[config.mk]
export PLATFORM = sky130hd
export DESIGN_NAME = vlm_arbiter_flat
export DESIGN_NICKNAME = d
export VERILOG_FILES = /design/src/rtl/vlm_arbiter_pkg.sv /design/src/rtl/vlm_arbiter_if.sv /design/src/rtl/vlm_arbiter_dout_hold.sv /design/src/rtl/vlm_arbiter.sv /design/src/flat_wrapper.sv
export SDC_FILE = /design/constraint.sdc
export NUM_CORES = 1
export LEC_CHECK = 0
export BUFFER_PORTS_ARGS = -buffer_cell sky130_fd_sc_hd__buf_4
export CAP_MARGIN = 0
export CORE_AREA = 5 5 114 116
export DETAILED_ROUTE_END_ITERATION = 12
export DIE_AREA = 0 0 119 121
export GPL_TIMING_DRIVEN = 0
export PLACE_DENSITY = 0.72
export SYNTH_ARGS = -nofsm -noshare
export SYNTH_HDL_FRONTEND = slang
export SYNTH_SLANG_ARGS = --single-unit
[constraint.sdc]
create_clock -name clk -period 1.4 [get_ports clk]
set_input_delay 0.28 -clock clk [delete_from_list [all_inputs] [get_ports clk]]
set_output_delay 0.28 -clock clk [all_outputs]
set_load 0.005 [all_outputs]
[src/rtl/vlm_arbiter_pkg.sv]
// Shared bus sizing and request bundle for the VLM arbiter slice.
//   WORD_WIDTH  width of the read/write data words
//   ADDR_WIDTH  width of the byte address
//   vlm_req_t   one upstream request: en, we, addr, din
package vlm_arbiter_pkg;

    localparam int WORD_WIDTH = 32;
    localparam int ADDR_WIDTH = 32;

    typedef struct packed {
        logic                  en;
        logic                  we;
        logic [ADDR_WIDTH-1:0] addr;
        logic [WORD_WIDTH-1:0] din;
    } vlm_req_t;

endpackage

[src/rtl/vlm_arbiter_if.sv]
// One VLM (variable-latency memory) link.
//   en    request valid          (master -> slave)
//   we    write, 0 = read        (master -> slave)
//   addr  address                (master -> slave)
//   din   write data             (master -> slave)
//   hold  request not accepted   (slave -> master)
//   dout  read data, one cycle after acceptance (slave -> master)
interface vlm_arbiter_if;
    import vlm_arbiter_pkg::*;

    logic                  en;
    logic                  we;
    logic [ADDR_WIDTH-1:0] addr;
    logic [WORD_WIDTH-1:0] din;
    logic                  hold;
    logic [WORD_WIDTH-1:0] dout;

    modport master (output en, we, addr, din, input  hold, dout);
    modport slave  (input  en, we, addr, din, output hold, dout);

endinterface

[src/rtl/vlm_arbiter_dout_hold.sv]
// Early-change read-data register for one upstream port.
//   clk, rst_n  clock, asynchronous active-low reset
//   load        this port's read data is on d this cycle
//   d           downstream read data
//   q           load ? d : last value shown (0 after reset)
module vlm_dout_hold
    import vlm_arbiter_pkg::*;
#(
    parameter int W = WORD_WIDTH
) (
    input  logic         clk,
    input  logic         rst_n,
    input  logic         load,
    input  logic [W-1:0] d,
    output logic [W-1:0] q
);

    logic [W-1:0] r_saved;

    // Data passes straight through on the return cycle and is frozen after.
    assign q = load ? d : r_saved;

    always_ff @(posedge clk or negedge rst_n) begin
        if (!rst_n) begin
            r_saved <= '0;
        end else begin
            r_saved <= q;
        end
    end

endmodule

[src/rtl/vlm_arbiter.sv]
// Two-master to one-slave VLM arbiter (port 0 = instruction fetch,
// port 1 = data). One request is forwarded combinationally per cycle; a
// grant stays locked while the slave holds, and each read return is routed
// only to the port that issued it.
//   clk, rst_n  clock, asynchronous active-low reset
//   p0, p1      upstream links (arbiter is their slave)
//   mem         downstream link (arbiter is its master)
// Parameter FIXED_PRIO: 0 = round-robin on ties, 1 = port 1 always wins.
module vlm_arbiter
    import vlm_arbiter_pkg::*;
#(
    parameter bit FIXED_PRIO = 1'b0
) (
    input  logic          clk,
    input  logic          rst_n,
    vlm_arbiter_if.slave  p0,
    vlm_arbiter_if.slave  p1,
    vlm_arbiter_if.master mem
);

    logic     r_lock;
    logic     r_lock_port;
    logic     r_last;
    logic     r_rd_pend;
    logic     r_rd_port;

    vlm_req_t req0;
    vlm_req_t req1;
    vlm_req_t fwd;
    logic     grant;
    logic     any_req;
    logic     accept;

    assign req0    = '{en: p0.en, we: p0.we, addr: p0.addr, din: p0.din};
    assign req1    = '{en: p1.en, we: p1.we, addr: p1.addr, din: p1.din};
    assign any_req = p0.en | p1.en;

    always_comb begin
        grant = 1'b0;
        if (r_lock) begin
            grant = r_lock_port;
        end else if (p0.en && !p1.en) begin
            grant = 1'b0;
        end else if (p1.en && !p0.en) begin
            grant = 1'b1;
        end else if (p0.en && p1.en) begin
            grant = FIXED_PRIO ? 1'b1 : !r_last;
        end
    end

    // Idle bus drives zeros; en is forced to reflect any requester so a
    // locked grant keeps the slave request asserted.
    always_comb begin
        fwd = '0;
        if (any_req) begin
            fwd    = grant ? req1 : req0;
            fwd.en = 1'b1;
        end
    end

    assign mem.en   = fwd.en & rst_n;
    assign mem.we   = fwd.we;
    assign mem.addr = fwd.addr;
    assign mem.din  = fwd.din;

    assign accept   = mem.en && !mem.hold;

    always_comb begin
        p0.hold = 1'b0;
        p1.hold = 1'b0;
        if (!rst_n) begin
            p0.hold = p0.en;
            p1.hold = p1.en;
        end else begin
            if (p0.en) p0.hold = (grant == 1'b0) ? mem.hold : 1'b1;
            if (p1.en) p1.hold = (grant == 1'b1) ? mem.hold : 1'b1;
        end
    end

    always_ff @(posedge clk or negedge rst_n) begin
        if (!rst_n) begin
            r_lock      <= 1'b0;
            r_lock_port <= 1'b0;
            r_last      <= 1'b0;
            r_rd_pend   <= 1'b0;
            r_rd_port   <= 1'b0;
        end else begin
            if (accept) begin
                r_lock <= 1'b0;
                r_last <= grant;
            end else if (mem.en && mem.hold) begin
                r_lock      <= 1'b1;
                r_lock_port <= grant;
            end
            r_rd_pend <= accept && !mem.we;
            r_rd_port <= grant;
        end
    end

    vlm_dout_hold #(.W(WORD_WIDTH)) u_hold0 (
        .clk   (clk),
        .rst_n (rst_n),
        .load  (r_rd_pend && (r_rd_port == 1'b0)),
        .d     (mem.dout),
        .q     (p0.dout)
    );

    vlm_dout_hold #(.W(WORD_WIDTH)) u_hold1 (
        .clk   (clk),
        .rst_n (rst_n),
        .load  (r_rd_pend && (r_rd_port == 1'b1)),
        .d     (mem.dout),
        .q     (p1.dout)
    );

endmodule

[src/flat_wrapper.sv]
// flat-port wrapper written by rule: the top's interface ports become plain ports
module vlm_arbiter_flat import vlm_arbiter_pkg::*;
#(
    parameter bit FIXED_PRIO = 1'b0
)
  (clk, rst_n, p0_en, p0_we, p0_addr, p0_din, p0_hold, p0_dout, p1_en, p1_we, p1_addr, p1_din, p1_hold, p1_dout, mem_en, mem_we, mem_addr, mem_din, mem_hold, mem_dout);
  vlm_arbiter_if p0_i ();
  vlm_arbiter_if p1_i ();
  vlm_arbiter_if mem_i ();
  input  logic clk;
  input  logic rst_n;
  input wire logic [$bits(p0_i.en)-1:0] p0_en;
  input wire logic [$bits(p0_i.we)-1:0] p0_we;
  input wire logic [$bits(p0_i.addr)-1:0] p0_addr;
  input wire logic [$bits(p0_i.din)-1:0] p0_din;
  output wire logic [$bits(p0_i.hold)-1:0] p0_hold;
  output wire logic [$bits(p0_i.dout)-1:0] p0_dout;
  input wire logic [$bits(p1_i.en)-1:0] p1_en;
  input wire logic [$bits(p1_i.we)-1:0] p1_we;
  input wire logic [$bits(p1_i.addr)-1:0] p1_addr;
  input wire logic [$bits(p1_i.din)-1:0] p1_din;
  output wire logic [$bits(p1_i.hold)-1:0] p1_hold;
  output wire logic [$bits(p1_i.dout)-1:0] p1_dout;
  output wire logic [$bits(mem_i.en)-1:0] mem_en;
  output wire logic [$bits(mem_i.we)-1:0] mem_we;
  output wire logic [$bits(mem_i.addr)-1:0] mem_addr;
  output wire logic [$bits(mem_i.din)-1:0] mem_din;
  input wire logic [$bits(mem_i.hold)-1:0] mem_hold;
  input wire logic [$bits(mem_i.dout)-1:0] mem_dout;
  assign p0_i.en = p0_en;
  assign p0_i.we = p0_we;
  assign p0_i.addr = p0_addr;
  assign p0_i.din = p0_din;
  assign p0_hold = p0_i.hold;
  assign p0_dout = p0_i.dout;
  assign p1_i.en = p1_en;
  assign p1_i.we = p1_we;
  assign p1_i.addr = p1_addr;
  assign p1_i.din = p1_din;
  assign p1_hold = p1_i.hold;
  assign p1_dout = p1_i.dout;
  assign mem_en = mem_i.en;
  assign mem_we = mem_i.we;
  assign mem_addr = mem_i.addr;
  assign mem_din = mem_i.din;
  assign mem_i.hold = mem_hold;
  assign mem_i.dout = mem_dout;
  vlm_arbiter #(.FIXED_PRIO(FIXED_PRIO)) u_core (.clk(clk), .rst_n(rst_n), .p0(p0_i), .p1(p1_i), .mem(mem_i));
endmodule
==> metrics.cfg <==
[sta]
finalWorstSetupSlack_ps=-593
layout_worst_path_cycle_share_pct=142
slew_viol_final=0
finClkSkew_ps=7.94
hold_slack_ps=-145
setup_viol=138
rsz0062_at_grt=true
maxSlewHeadroom_pct=66.0
min_period_ps=1990
fmax_mhz=502
final_hold_viol_count=69
worst_slew_pin_slew_ps=508

[cts]
clockBufferDepth=2
clock_sinks=69
htreeDepth=3
cts_tree=yes
clk_latency_ps=320
cts_root_buffer=clkbuf_16
cts_made_buffers=9
clk_pin_slew_worst_paths_ps=60

[detailed_routing]
drtAntennaViolNets=0
post_drt_wl_per_cell_um=19.9
route.met2.wl_um=9800
wl_met1_um=6070
vias=4218
drc=0
wl_met3_um=1270
top_layer=met4
drt-initial-drc-count=224
drt-pass1-iter-count=6
vias_per_cell=4.78
drt_wl_total_um=17500

[power]
power_frac_seq_pct=26.1
p_switching_w=0.00351
p_int_w=0.00873
total_power_w=0.0122
power_frac_comb_pct=55.4
switching_share_pct=28.7
vdd_drop_max_v=0.000713
p_clk_share_pct=18.6
power_density_mw_per_mm2=1530
p_leak_nw=4.54

[place]
gp_congestion=0.944
dpl.cell_count=824
dp_hpwl_um=12700
portBuffers=298
place_area_mm2=0.00642

[synth]
synth_area_leader_cell=dfrtp_1
ys.warnings.count=0
yosys.cell_types.count=27
avgSynthCellArea_um2=10.6
netlist_area_mm2=0.00400
seq_area_frac_synth_pct=43.1
synth_area_leaders=dfrtp_1 43%, mux2_2 17%, mux2i_1 17%
synth_top_area_share_pct=43.1
synth_seq_cells=69
syn-num-nets=546
syn_inst=379

[die]
io-pin-count=299
coreArea_mm2=0.0118
die_h_um=121
initial_core_util_pct=33.9
die-area_mm2=0.0144
rows=40
die_w_um=119

[grt]
first_global_vias=4377
grt_overflow=0
grt_pass1_wl_um=23700
track_usage_pct=20.8
grt_max_degree=73
antenna_found_initial=0

[hold_path]
hp-class=primary input to asynchronous set/reset pin

[setup_path]
path_class=register to output port
cp_data_arrival_time_ps=1710
required_ps=1120
worst_setup_path_start_kind=register
endpoint_kind=output port
critical_path.max_fanout=9

[finish]
utilization_pct=67.6
area_growth_pct=99.4
stdcell_area_mm2=0.00798
multi_input_area_mm2=0.00233
drive_above_1_share_pct=63.5
nets=898
antenna_cells=0
fill_cells=907
seqCellArea_mm2=0.00173
stdcell_count=883

[status]
status=finished with violations
violations=negative hold slack, negative setup slack

[job]
maxCapViolations=0

sequential cells by signal, summed over array words and instances (netlist names):
| register | flops |
|---|---|
| u_core.u_hold1.r_saved | 32 |
| u_core.r_last | 1 |
| u_core.u_hold0.r_saved | 32 |
| u_core.r_lock_port | 1 |
| u_core.r_lock | 1 |
| u_core.r_rd_port | 1 |
| u_core.r_rd_pend | 1 |
power by group through the flow:
stage | Combinational [W] | Clock (W) | Sequential (W)
after global placement | 0.00448 | 0 | 0.00307
final | 0.00678 | 0.00227 | 0.00319
after CTS | 0.00518 | 0.00231 | 0.00312
after global routing | 0.00714 | 0.00242 | 0.00327
after floorplan | 0.00198 | 0 | 0.00303
after detailed placement | 0.00457 | 0 | 0.00313
path summary, 6_finish.rpt:
path	from	to	slack (ps)	cells past startpoint
hold reg to reg	u_core.u_hold0.r_saved[8]$_DFF_PN0_	u_core.u_hold0.r_saved[8]$_DFF_PN0_	500	1
max in group asynchronous	rst_n	u_core.r_rd_port$_DFF_PN0_	1240	1
min in group clk	mem_dout[3]	u_core.u_hold1.r_saved[3]$_DFF_PN0_	220	2
hold / removal	rst_n	u_core.u_hold0.r_saved[5]$_DFF_PN0_	-140	1
setup / recovery	u_core.r_last$_DFFE_PN0P_	mem_we	-590	6
setup reg to reg	u_core.r_rd_port$_DFF_PN0_	u_core.u_hold0.r_saved[9]$_DFF_PN0_	-60	6
metal layers:
| metal | track usage [%] | vias to the layer above |
|---|---|---|
| li1 | - | 1970 |
| met3 | 5.08 | 23 |
| met2 | 38.9 | 185 |
| met1 | 22.9 | 2040 |
| met4 | 7.02 | 0 |
| met5 | 0 | - |
synth_stat cells:
master	number
o21ai_0	1
nand2_1	133
mux2_2	62
o21ai_2	1
o211ai_1	1
buf_8	5
a21boi_0	1
buf_6	7
a22oi_2	1
and2_4	1
inv_1	1
a21boi_2	1
a21oi_1	1
dfrtp_1	69
inv_4	1
clkbuf_2	1
nor2b_2	1
mux2_1	2
mux2i_1	66
buf_12	1
nand3b_1	2
buf_4	5
nand2b_1	1
a31oi_1	1
nor2b_1	1
or2_1	1
buf_2	11
placed cells by master (no fill, tap or decap), types with 2 or more instances in the layout:
cell / count
nand2_1: 132
a21boi_2: 2
buf_4: 249
mux2i_4: 5
mux2_4: 63
buf_2: 8
clkinv_4: 2
buf_12: 17
mux2i_2: 3
clkinvlp_4: 2
dfrtp_1: 69
buf_6: 87
mux2i_1: 58
clkbuf_16: 14
buf_8: 5
nand3b_1: 2
cell type report:
cell class                 count  share of cell area [%]
tap                          147                    2.30
clock buffer                  10                    2.87
buffer                        29                    4.69
multi-input combinational    278                    29.2
clock inverter                 6                   0.893
inverter                       2                   0.125
sequential                    69                    21.6
timing repair buffer         342                    38.3
timing repair:
action                                  in CTS  in global routing
gates resized for setup                     85                123
buffers inserted                            11                 28
pin swaps                                    1                  3
endpoints found under the setup margin     135                135
hold endpoints to repair                    69                 69
cloned                                       3                  5
through the flow:
step	worst slack, ps	setup TNS (ps)
6_report	-593	-64830
5_1_grt	-662	-74660
4_1_cts	-604	-68780
3_5_place_dp	-694	-36230
3_3_place_gp	-638	-34870
2_1_floorplan	0.384	0
kinds of logic (layout without fill, tap and decap cells):
| logic type | Yosys count | in the layout | synth area share (%) |
|---|---|---|---|
| AND/OR/NAND/NOR | 140 | 140 | 13.8 |
| multiplexers | 130 | 130 | 34.5 |
| AO/OA/AOI/OAI | 8 | 8 | 1.59 |
| flip-flops | 69 | 69 | 43.1 |
| buffers and inverters | 32 | 389 | 7.03 |
worst max-delay path: stages (launching register included):
cell,delay (ps)
dfrtp_1,360
nand2_1,70
a22oi_2,200
buf_12,200
buf_12,160
mux2i_2,240
buf_4,160
Power figures use the tool's default switching activity.
